==> src/rtl/problem_sequencer.sv <==
// Feeds a list of Othello positions to the processer solver one at a time and
// collects each signed result byte, with a per-problem cycle timeout.
module problem_sequencer #(
  parameter int          NUM_PROBLEMS = 4,
  parameter logic [23:0] TIMEOUT      = 24'hFFFFFF,
  parameter int          IDXW         = (NUM_PROBLEMS > 1) ? $clog2(NUM_PROBLEMS) : 1
) (
  input  logic                      iCLOCK,
  input  logic                      iRESET,
  input  logic                      iStart,
  input  logic [128*NUM_PROBLEMS-1:0] iProblems,
  output logic [63:0]               oPlayer,
  output logic [63:0]               oOpponent,
  output logic                      oEnable,
  input  logic                      iSolved,
  input  logic [7:0]                iRes,
  output logic [8*NUM_PROBLEMS-1:0] oResult,
  output logic [IDXW-1:0]           oIndex,
  output logic                      oBusy,
  output logic                      oDone,
  output logic                      oTimeout,
  output logic [4:0]                oLed
);

  typedef enum logic [2:0] {S_IDLE, S_LOAD, S_RUN, S_STORE, S_DONE} state_t;

  localparam logic [23:0]     LAST_CNT = TIMEOUT - 24'd1;
  localparam logic [IDXW-1:0] LAST_IDX = IDXW'(NUM_PROBLEMS - 1);

  state_t                    r_state;
  state_t                    w_next;
  logic [23:0]               r_count;
  logic [IDXW-1:0]           r_index;
  logic [7:0]                r_capture;
  logic                      r_timeout;
  logic [63:0]               r_player;
  logic [63:0]               r_opponent;
  logic [8*NUM_PROBLEMS-1:0] r_result;
  logic [127:0]              w_slice;
  logic                      w_accept;
  logic                      w_expire;
  logic                      w_last;
  logic [1:0]                w_idx2;

  // Counter 0 is the first RUN cycle; a leftover solved flag there is ignored.
  assign w_accept = (r_count != 24'd0) && iSolved;
  assign w_expire = (r_count == LAST_CNT);
  assign w_last   = (r_index == LAST_IDX);

  always_comb begin
    w_slice = iProblems[127:0];
    for (int k = 0; k < NUM_PROBLEMS; k++) begin
      if (r_index == IDXW'(k)) w_slice = iProblems[128*k +: 128];
    end
  end

  always_ff @(posedge iCLOCK) begin
    if (iRESET) r_state <= S_IDLE;
    else        r_state <= w_next;
  end

  always_comb begin
    w_next = r_state;
    case (r_state)
      S_IDLE, S_DONE: if (iStart) w_next = S_LOAD;
      S_LOAD:         w_next = S_RUN;
      S_RUN:          if (w_accept || w_expire) w_next = S_STORE;
      S_STORE:        w_next = w_last ? S_DONE : S_LOAD;
      default:        w_next = S_IDLE;
    endcase
  end

  always_ff @(posedge iCLOCK) begin
    if (iRESET) begin
      r_count    <= 24'd0;
      r_index    <= '0;
      r_capture  <= 8'd0;
      r_timeout  <= 1'b0;
      r_player   <= 64'd0;
      r_opponent <= 64'd0;
      r_result   <= '0;
    end else begin
      case (r_state)
        S_IDLE, S_DONE: begin
          if (iStart) begin
            r_index   <= '0;
            r_timeout <= 1'b0;
            r_result  <= '0;
          end
        end
        S_LOAD: begin
          r_player   <= w_slice[127:64];
          r_opponent <= w_slice[63:0];
          r_count    <= 24'd0;
        end
        S_RUN: begin
          r_count <= r_count + 24'd1;
          // A completion on the final allowed cycle beats the timeout.
          if (w_accept) begin
            r_capture <= iRes;
          end else if (w_expire) begin
            r_capture <= 8'h80;
            r_timeout <= 1'b1;
          end
        end
        S_STORE: begin
          for (int k = 0; k < NUM_PROBLEMS; k++) begin
            if (r_index == IDXW'(k)) r_result[8*k +: 8] <= r_capture;
          end
          if (!w_last) r_index <= r_index + 1'b1;
        end
        default: ;
      endcase
    end
  end

  generate
    if (IDXW >= 2) begin : g_idx_wide
      assign w_idx2 = r_index[1:0];
    end else begin : g_idx_narrow
      assign w_idx2 = {1'b0, r_index[0]};
    end
  endgenerate

  assign oPlayer   = r_player;
  assign oOpponent = r_opponent;
  assign oEnable   = (r_state == S_RUN);
  assign oResult   = r_result;
  assign oIndex    = r_index;
  assign oBusy     = (r_state == S_LOAD) || (r_state == S_RUN) || (r_state == S_STORE);
  assign oDone     = (r_state == S_DONE);
  assign oTimeout  = r_timeout;
  assign oLed      = {oBusy, oDone, r_timeout, w_idx2};

endmodule

==> config.mk <==
export PLATFORM = sky130hd
export DESIGN_NAME = problem_sequencer
export DESIGN_NICKNAME = d
export VERILOG_FILES = /design/src/rtl/problem_sequencer.sv
export SDC_FILE = /design/constraint.sdc
export NUM_CORES = 1
export LEC_CHECK = 0
export ABC_AREA = 1
export CAP_MARGIN = 5
export CORE_AREA = 2 2 269 271
export CTS_BUF_LIST = sky130_fd_sc_hd__clkbuf_8 sky130_fd_sc_hd__clkbuf_16
export DETAILED_ROUTE_END_ITERATION = 8
export DIE_AREA = 0 0 271 273
export GPL_TIMING_DRIVEN = 0
export PLACE_DENSITY_LB_ADDON = 0.08
export RECOVER_POWER = 100
export SLEW_MARGIN = 10
export SYNTH_ARGS = -nofsm -noshare
export SYNTH_HDL_FRONTEND = slang
export SYNTH_SLANG_ARGS = --single-unit
==> constraint.sdc <==
create_clock -name iCLOCK -period 1.9 [get_ports iCLOCK]
set_clock_uncertainty 0.15 [all_clocks]
set_input_delay 0.38 -clock iCLOCK [delete_from_list [all_inputs] [get_ports iCLOCK]]
set_output_delay 0.38 -clock iCLOCK [all_outputs]
set_load 0.05 [all_outputs]
==> results of run 1 <==
## power by group through the flow
stage / Clock (mW) / Combinational (mW) / Sequential [mW]
after CTS: 4.09 / 11.5 / 5.69
after floorplan: 0 / 3.02 / 8.90
after detailed placement: 0 / 11.0 / 5.74
after global routing: 4.22 / 12.1 / 5.81
after global placement: 0 / 11.1 / 5.73
final: 3.92 / 11.4 / 5.69
## registers in the layout, summed over array words and instances (netlist names)
register,flops
oPlayer,64
r_state,3
oIndex,2
oOpponent,64
r_capture,8
oResult,32
r_count,24
oTimeout,1
## what timing repair did
item                                    CTS  global route
resized for setup                       827           142
endpoints found under the setup margin  311           153
pin swaps                                53            51
buffers inserted                         25            11
gates cloned                             12             4
## synthesized netlist by cell type (2+ instances only)
| master | n |
|---|---|
| a211oi_1 | 5 |
| inv_2 | 8 |
| nand2_1 | 336 |
| o21ai_1 | 5 |
| nor2_2 | 4 |
| a211oi_2 | 4 |
| dfxtp_1 | 198 |
| inv_1 | 47 |
| o211ai_1 | 120 |
| buf_2 | 36 |
| buf_6 | 10 |
| inv_4 | 3 |
| buf_1 | 8 |
| a21oi_1 | 301 |
| o31ai_1 | 9 |
| o21ai_0 | 161 |
| nor3_1 | 4 |
| nand3_4 | 5 |
| clkbuf_1 | 84 |
| nand2_2 | 5 |
| nor3_4 | 2 |
| ha_1 | 7 |
| nor2_1 | 94 |
| nand3_1 | 142 |
| nand4_1 | 13 |
| buf_4 | 7 |
| nand2_4 | 3 |
## stage by stage
stage | instances | cell area (um2) | setup TNS (ns) | hold slack [ns]
after floorplan | 1632 | 11120 | -0.07566 | 0.3028
after CTS | 3342 | 21470 | -0.8724 | 0.1833
final | 3355 | 21770 | -0.1559 | 0.2295
after detailed placement | 3274 | 19230 | -96.12 | 0.3075
after global placement | 3274 | 19230 | -139.39 | 0.3041
after global routing | 3353 | 21770 | -6.535 | 0.2052
## kinds of logic after synthesis
kind of cell             share of synthesized area
AO/OA/AOI/OAI                               0.3101
buffers and inverters                      0.08356
AND/OR/NAND/NOR                             0.2407
adder cells (fa/ha/maj)                   0.007904
flip-flops                                  0.3577
## area by class of cell
class                           count  area [um2]  area share
Inverter                           59       272.8     0.01253
Clock buffer                       17       425.4     0.01954
Antenna cell                        6       15.01   0.0006896
Timing Repair Buffer              739        7776      0.3571
Sequential cell                   198        3980      0.1828
Clock inverter                     15       180.2    0.008275
Tap cell                          950        1189     0.05459
Buffer                            142        1201     0.05517
Multi-Input combinational cell   1229        6734      0.3093
## worst max-delay path: cells and delay by family (launching register included)
kind,cells,cell delay [ns]
buffers and inverters,2,0.30
flip-flops,1,0.39
AND/OR/NAND/NOR,1,0.25
## routing by layer
| metal | track usage | wire (um) | vias to the layer above |
|---|---|---|---|
| met5 | 0 | 180 | - |
| met4 | 0.05234 | 1447 | 26 |
| met3 | 0.06107 | 5436 | 83 |
| met2 | 0.3905 | 43150 | 459 |
| met1 | 0.2335 | 31250 | 7135 |
| li1 | - | - | 7224 |
## path summary, 6_finish.rpt
| path | startpoint | to | cells after the start |
|---|---|---|---|
| worst max-delay path | r_state[0] | oLed[3] | 3 |
| worst min-delay path | iSolved | r_capture[1] | 3 |
| worst max register to register | oIndex[0] | oPlayer[10] | 10 |
| worst min register to register | r_count[0] | r_count[0] | 1 |
==> results.py, run 1 <==
metrics = {
    "timing": {
        "max_slew_margin": 0.4985,
        "tightest_slew_ns": 0.7523,
        "min_period_ns": 1.961,
        "finalHoldViolations": 0,
        "period_share": 1.032,
        "rsz0062_at_grt": "true",
        "maxSlewViolCount": 0,
        "layout_setup_ws_ns": -0.06094,
        "finalSetupViolations": 6,
        "max_freq_ghz": 0.5100,
    },
    "worst_setup_path": {
        "slowest_stage": "dfxtp_4",
        "path_cells": "nor3_4 > buf_4 > buf_8",
        "cp-end-kind": "output port",
        "critPathLaunchType": "register",
        "crit_type": "reg2out",
        "worstPathRequired_ns": 1.37,
        "r2r_setup_slack_ns": -0.01,
        "arrival_ns": 1.43,
        "worstPathMaxFanout": 5,
        "cpPeakStageDelay_ns": 0.39,
    },
    "placement": {
        "place_ws_ns": -0.8072,
        "place_hpwl_um": 64400,
        "place.gp.congestion": 0.9098,
        "io_buffers": 692,
    },
    "power": {
        "power.internal_mw": 10.94,
        "pwr-share-seq": 0.270,
        "p_leak_nw": 8.480,
        "power_switching_mw": 10.10,
        "finalPower_mw": 21.04,
        "p_clk_frac": 0.186,
        "ir_worst_vdd_mv": 0.4872,
        "combPwrFrac": 0.543,
        "swShare": 0.4800,
        "powerDensity_nw_per_um2": 966.5,
    },
    "logic_synthesis": {
        "syn-cell-area_um2": 11080,
        "synthCells": 1632,
        "synth_area_leader_cell": "dfxtp_1",
        "ys_seq_elements": 198,
        "synth_nets": 2163,
        "synth_flop_cell": "dfxtp_1",
        "synth_top_area_frac": 0.3577,
        "synth_edf_count": 0,
        "avgSynthCellArea_um2": 6.790,
        "synth-seq-area-share": 0.3577,
        "async_flop_share": 0,
        "yosys_warnings": 0,
        "ys_top_cells_by_area": "dfxtp_1 (36%), a21oi_1 (14%), nand2_1 (11%)",
        "synthDistinctLibCells": 38,
    },
    "cts": {
        "clk_latency_ns": 0.49,
        "cts_tree": "built",
        "cts_hold_buf": 0,
        "cts_root_buffer": "clkbuf_16",
        "cts_buffer_depth": 2,
        "numCtsBuffers": 17,
        "cts_max_level": 4,
        "clk_pin_slew_ns": 0.09,
        "numClockSinks": 198,
    },
    "floorplan": {
        "boundaryPins": 695,
        "initial_core_util": 0.1561,
        "fp.dieW_um": 271,
        "core_um2": 71000,
        "rows": 98,
        "dieArea_um2": 73980,
        "die_h_um": 273,
    },
    "cells_and_area": {
        "layout_commonest_cell": "clkdlybuf4s50_1",
        "nNetsFinal": 2917,
        "final_util": 0.3067,
        "synthToLayoutAreaGrowth_pct": 96.50,
        "layout-drive-gt1-share": 0.2205,
        "layout_common_cells": "clkdlybuf4s50_1 (521), a21oi_1 (300), nand2_1 (280)",
        "fillers": 7707,
    },
    "route": {
        "num_vias": 14930,
        "antenna_left": 0,
        "drc": 0,
        "drt_first_pass_iters": 5,
        "routed_wl_um": 81460,
        "routedWlPerCell_um": 24.28,
        "drt-initial-drc-count": 743,
        "vias_per_cell": 4.449,
    },
    "grt": {
        "grtUsageTotal": 0.2103,
        "grt_pass1_wl_um": 111900,
        "antenna_found_initial": 24,
        "overflow": 0,
        "grt_pass1_vias": 15330,
        "grt_max_degree": 22,
    },
    "run": {
        "cap_violations": 0,
    },
    "status": {
        "outcome": "finished with violations",
        "violations": "negative setup slack",
    },
    "hold_path": {
        "hp-class": "in2reg",
    },
}
Note: power is estimated with default switching activity, not from simulation.
==> inputs of run 2 (changes only) <==
==> constraint.sdc (replaced) <==
create_clock -name iCLOCK -period 1.9 [get_ports iCLOCK]
set_clock_uncertainty 0.15 [all_clocks]
set_input_delay 0.38 -clock iCLOCK [delete_from_list [all_inputs] [get_ports iCLOCK]]
set_output_delay 0.38 -clock iCLOCK [all_outputs]
set_load 0.005 [all_outputs]
==> run 2 against run 1 <==
Effect of this change:
- the run still ends with negative setup slack left
- largest cell class unchanged
- maximum frequency is 0.31% higher
- sequential power is 0.7% lower
- flip-flop and latch count did not move
- critical path depth is 3 higher
- highest routed layer unchanged
- clock power increased by 5.9%
- largest power group unchanged
- count of clock-buffer cells in the layout stayed put
- non-clock buffer count rose by 24
- critical path type unchanged
- total power is 12% lower
- first-iteration DRC count is 0.27% lower
- worst setup slack gained 0.0062 ns
==> results.py, run 2 (same netlist as run 1, synthesis figures left out) <==
metrics = {
    "status": {
        "outcome": "finished with violations",
        "violations": "negative setup slack",
    },
    "cells_and_area": {
        "layout_commonest_cell": "clkdlybuf4s50_1",
        "nNetsFinal": 2941,
        "synthToLayoutAreaGrowth_pct": 105.3,
        "layout_common_cells": "clkdlybuf4s50_1 (521), a21oi_1 (295), nand2_1 (236)",
        "design_area_um2": 22750,
        "fillers": 7489,
        "layout-drive-gt1-share": 0.2121,
        "final_util": 0.3204,
        "stdcell_count": 3378,
    },
    "cts": {
        "numCtsBuffers": 17,
        "cts_root_buffer": "clkbuf_16",
        "numClockSinks": 198,
        "clk_pin_slew_ns": 0.09,
        "cts_hold_buf": 0,
        "cts_max_level": 4,
        "clk_latency_ns": 0.51,
        "cts_tree": "built",
        "cts_buffer_depth": 2,
    },
    "placement": {
        "place_area_um2": 19200,
        "place_ws_ns": -1.587,
        "place_hpwl_um": 65740,
        "place.gp.congestion": 0.9228,
        "io_buffers": 692,
        "dpl.cell_count": 3274,
    },
    "floorplan": {
        "initial_core_util": 0.1561,
        "dieArea_um2": 73980,
        "rows": 98,
        "fp.dieW_um": 271,
        "die_h_um": 273,
        "core_um2": 71000,
        "boundaryPins": 695,
    },
    "route": {
        "vias_per_cell": 4.487,
        "antenna_left": 0,
        "routedWlPerCell_um": 24.97,
        "drt-initial-drc-count": 741,
        "drt_first_pass_iters": 5,
        "routed_wl_um": 84360,
        "drc": 0,
        "num_vias": 15160,
    },
    "worst_setup_path": {
        "worstPathRequired_ns": 1.37,
        "arrival_ns": 1.42,
        "critPathLaunchType": "register",
        "crit_type": "reg2out",
        "cp-end-kind": "output port",
        "worstPathMaxFanout": 3,
    },
    "grt": {
        "grt_pass1_wl_um": 115000,
        "grtUsageTotal": 0.2182,
        "grt_max_degree": 25,
        "grt_pass1_vias": 15570,
        "overflow": 0,
        "antenna_found_initial": 25,
    },
    "timing": {
        "min_period_ns": 1.955,
        "finalHoldViolations": 0,
        "max_slew_margin": 0.4678,
        "maxSlewViolCount": 0,
        "finalSetupViolations": 22,
        "tns_ns": -0.4816,
        "layout_setup_ws_ns": -0.05479,
        "tightest_slew_ns": 0.7984,
        "period_share": 1.029,
        "worst_hold_slack_ns": 0.1828,
        "max_freq_ghz": 0.5116,
        "rsz0062_at_grt": "true",
    },
    "hold_path": {
        "hp-class": "in2reg",
    },
    "power": {
        "powerDensity_nw_per_um2": 815.0,
        "p_leak_nw": 9.915,
        "ir_worst_vdd_mv": 0.5656,
        "finalPower_mw": 18.54,
    },
    "run": {
        "cap_violations": 0,
    },
}
-- run 2: cell count changes in the layout (fill, tap and decap cells not counted), moves of 19 or more --
cell             before  now
clkbuf_2             37   18
nand2_4              22   60
clkdlybuf4s15_2     158    0
o21ai_0             153  116
nand2_1             280  236
nand3_2              46   79
o21ai_1              12   45
nand3_1              98   60
dlygate4sd2_1         0  165
-- run 2: layer usage --
layer  track usage  routed length [um]  share of wire  vias to the layer above
met5             0                 207         0.0025                        -
met4       0.05438                1755          0.021                       34
met1        0.2415               32800           0.39                     7289
met2        0.4095               44720           0.53                      448
met3       0.05887                4884          0.058                      107
li1              -                   -              -                     7278
-- run 2: area by class of cell --
type,count,area (um2),share of cell area
Sequential cell,198,4005,0.1761
Timing Repair Buffer,765,7739,0.3402
Inverter,59,296.5,0.01304
Clock buffer,17,425.4,0.01870
Multi-Input combinational cell,1229,7461,0.3280
Antenna cell,5,12.51,0.0005501
Buffer,140,1395,0.06133
Tap cell,950,1189,0.05226
Clock inverter,15,224.0,0.009846
-- run 2: worst paths after layout --
path	from	to	slack [ns]	cells past startpoint
max	r_state[0]	oEnable	-0.05	6
min reg2reg	r_count[0]	r_count[0]	0.31	1
max reg2reg	oIndex[0]	oPlayer[28]	-0.05	8
min	iSolved	r_capture[2]	0.18	3
-- run 2: what timing repair did --
item | in CTS | in global routing
pin swaps | 88 | 108
setup buffers | 39 | 19
gates resized for setup | 636 | 277
endpoints found under the setup margin | 323 | 156
cloned | 18 | 5
-- run 2: critical path, stage by stage (launching register included) --
cell	delay (ns)
dfxtp_4	0.37
buf_12	0.12
buf_12	0.12
inv_6	0.05
nand3_4	0.07
inv_4	0.09
buf_6	0.10
-- run 2: power by group --
part | total (mW) | switching (mW) | leakage [nW] | internal [mW]
registers | 5.65 | 0.509 | 1.63 | 5.14
clock network | 4.15 | 2.28 | 0.310 | 1.86
logic | 8.74 | 4.60 | 7.97 | 4.14
total | 18.5 | 7.40 | 9.92 | 11.1
==> inputs of run 3 (changes only) <==
--- a/config.mk
+++ b/config.mk
@@ -7,10 +7,12 @@
 export LEC_CHECK = 0
 export ABC_AREA = 1
 export CAP_MARGIN = 5
-export CORE_AREA = 2 2 269 271
+export CELL_PAD_IN_SITES_DETAIL_PLACEMENT = 1
+export CELL_PAD_IN_SITES_GLOBAL_PLACEMENT = 2
+export CORE_MARGIN = 3
+export CORE_UTILIZATION = 16
 export CTS_BUF_LIST = sky130_fd_sc_hd__clkbuf_8 sky130_fd_sc_hd__clkbuf_16
 export DETAILED_ROUTE_END_ITERATION = 8
-export DIE_AREA = 0 0 271 273
 export GPL_TIMING_DRIVEN = 0
 export PLACE_DENSITY_LB_ADDON = 0.08
 export RECOVER_POWER = 100
==> run 3 against run 2 <==
Effect of this change:
- sequential power is essentially flat
- hold slack gained 0.059 ns
- the flow still finishes with violations (negative setup slack)
- highest routed layer unchanged
- routed wire length grew 3.7%
==> results.py, run 3 (same netlist as run 1, synthesis figures left out) <==
metrics = {
    "power": {
        "p_clk_frac": 0.225,
        "pwr-share-seq": 0.320,
        "power_switching_mw": 6.805,
        "finalPower_mw": 17.65,
        "power.internal_mw": 10.85,
        "ir_worst_vdd_mv": 0.7184,
        "swShare": 0.3854,
        "powerDensity_nw_per_um2": 834.9,
        "combPwrFrac": 0.455,
        "p_leak_nw": 8.920,
    },
    "grt": {
        "grtUsageMet3": 0.07548,
        "grt-busiest-layer": "met2",
        "grt_max_degree": 18,
        "grt_pass1_wl_um": 122000,
        "gr-usage-met2": 0.4207,
        "grtUsageTotal": 0.2334,
        "use_met1": 0.2671,
        "overflow": 0,
        "grt_pass1_vias": 16240,
        "antenna_found_initial": 35,
    },
    "cts": {
        "cts_root_buffer": "clkbuf_16",
        "numClockSinks": 198,
        "numCtsBuffers": 17,
        "cts_buffer_depth": 2,
        "cts_max_level": 4,
        "clk_latency_ns": 0.50,
        "clk_pin_slew_ns": 0.08,
        "cts_tree": "built",
    },
    "floorplan": {
        "core_um2": 67870,
        "initial_core_util": 0.1633,
        "fp.dieW_um": 269.2,
        "rows": 95,
        "dieArea_um2": 72450,
        "die_h_um": 269.2,
        "boundaryPins": 695,
    },
    "placement": {
        "place_hpwl_um": 70850,
        "io_buffers": 692,
        "dpl.cell_count": 3245,
        "place.gp.congestion": 0.8859,
        "place_ws_ns": -1.567,
        "place_area_um2": 19160,
    },
    "worst_setup_path": {
        "arrival_ns": 2.25,
        "cpPeakStageDelay_ns": 0.47,
        "critPathLaunchType": "register",
        "rr_startpoint": "oIndex[1]",
        "crit_path_start": "oIndex[1]",
        "r2r_cells": 7,
        "slowest_stage": "o211ai_1",
        "worstPathRequired_ns": 2.12,
        "path_common_cell": "clkbuf_16",
        "crit_type": "reg2reg",
        "r2r_setup_slack_ns": -0.12,
        "path_cells": "buf_6 > ha_4 > clkinv_8 > clkbuf_16 > clkbuf_16 > o211ai_1 > a21oi_1",
        "cp-end-kind": "register",
        "worstPathMaxFanout": 7,
    },
    "hold_path": {
        "hp-class": "in2reg",
        "whs_path_depth": 3,
        "hold_start": "iSolved",
    },
    "run": {
        "cap_violations": 0,
    },
    "cells_and_area": {
        "layout_common_cells": "clkdlybuf4s50_1 (521), nand2_1 (305), a21oi_1 (296)",
        "layout_commonest_cell": "clkdlybuf4s50_1",
        "synthToLayoutAreaGrowth_pct": 90.84,
        "fillers": 8061,
        "stdcell_count": 3335,
        "design_area_um2": 21150,
        "nNetsFinal": 2919,
        "final_util": 0.3116,
        "layout-drive-gt1-share": 0.1375,
    },
    "timing": {
        "min_period_ns": 2.021,
        "max_slew_margin": 0.3431,
        "period_share": 1.064,
        "maxSlewViolCount": 0,
        "finalSetupViolations": 5,
        "worst_hold_slack_ns": 0.2421,
        "layout_setup_ws_ns": -0.1213,
        "max_freq_ghz": 0.4947,
        "finalHoldViolations": 0,
        "tightest_slew_ns": 0.9853,
        "rsz0062_at_grt": "true",
        "tns_ns": -0.2325,
    },
    "route": {
        "antenna_left": 0,
        "drt-initial-drc-count": 594,
        "drt_first_pass_iters": 4,
        "num_vias": 15050,
        "vias_per_cell": 4.512,
        "drc": 0,
        "routedWlPerCell_um": 26.23,
        "routed_wl_um": 87480,
    },
    "status": {
        "outcome": "finished with violations",
        "violations": "negative setup slack",
    },
}
-- run 3: cell count changes in the layout (fill, tap and decap cells not counted), moves of 8 or more --
cell     previous run  this run
buf_4              51        43
nand2_2            48        26
dfxtp_1           175       190
o21ai_0           116       151
o21ai_1            45        13
diode_2             5        14
nand2_1           236       305
nand2_4            60        13
dfxtp_2            18         2
nand3_1            60       114
nor2_1             80        91
buf_16             13         5
nand3_2            79        29
-- run 3: path summary, 6_finish.rpt --
path	endpoint
max reg2reg	oPlayer[19]
min	r_capture[4]
max	oPlayer[19]
min reg2reg	r_count[0]
-- run 3: per-layer routing --
metal  share of wire  vias to the layer above
met3           0.062                       85
met5          0.0029                        -
met2            0.51                      405
met4           0.015                       34
met1            0.41                     7297
li1                -                     7226
-- run 3: power by group through the flow --
stage               sequential [mW]  clock (mW)  combinational (mW)
floorplan                      5.74           0                2.91
global placement               5.70           0                7.95
detailed placement             5.73           0                7.99
CTS                            5.64        4.11                7.93
global route                   5.76        4.24                8.73
finish                         5.64        3.97                8.04
-- run 3: worst max-delay path, delay by kind of cell, from the launching register on --
kind                     cells  cell delay [ns]
AO/OA/AOI/OAI                2             0.60
adder cells (fa/ha/maj)      1             0.17
buffers and inverters        4             0.55
flip-flops                   1             0.39
-- run 3: cell type report --
type	count	area [um2]	area share
repair buffers	744	7363	0.3482
multi-input cells	1229	6573	0.3108
flip-flops and latches	198	3989	0.1886
plain buffers	139	1175	0.05556
well taps	921	1152	0.05449
clock buffers	18	439.2	0.02077
inverters	59	272.8	0.01290
clock inverters	13	147.6	0.006982
diodes	14	35.03	0.001657
-- run 3: timing repair --
action                     in CTS  in global routing
setup endpoints to repair     317                142
cloned                          7                  3
hold buffers                    0                  0
resized for setup             489                108
pin swaps                      35                 25
buffers inserted               27                 20
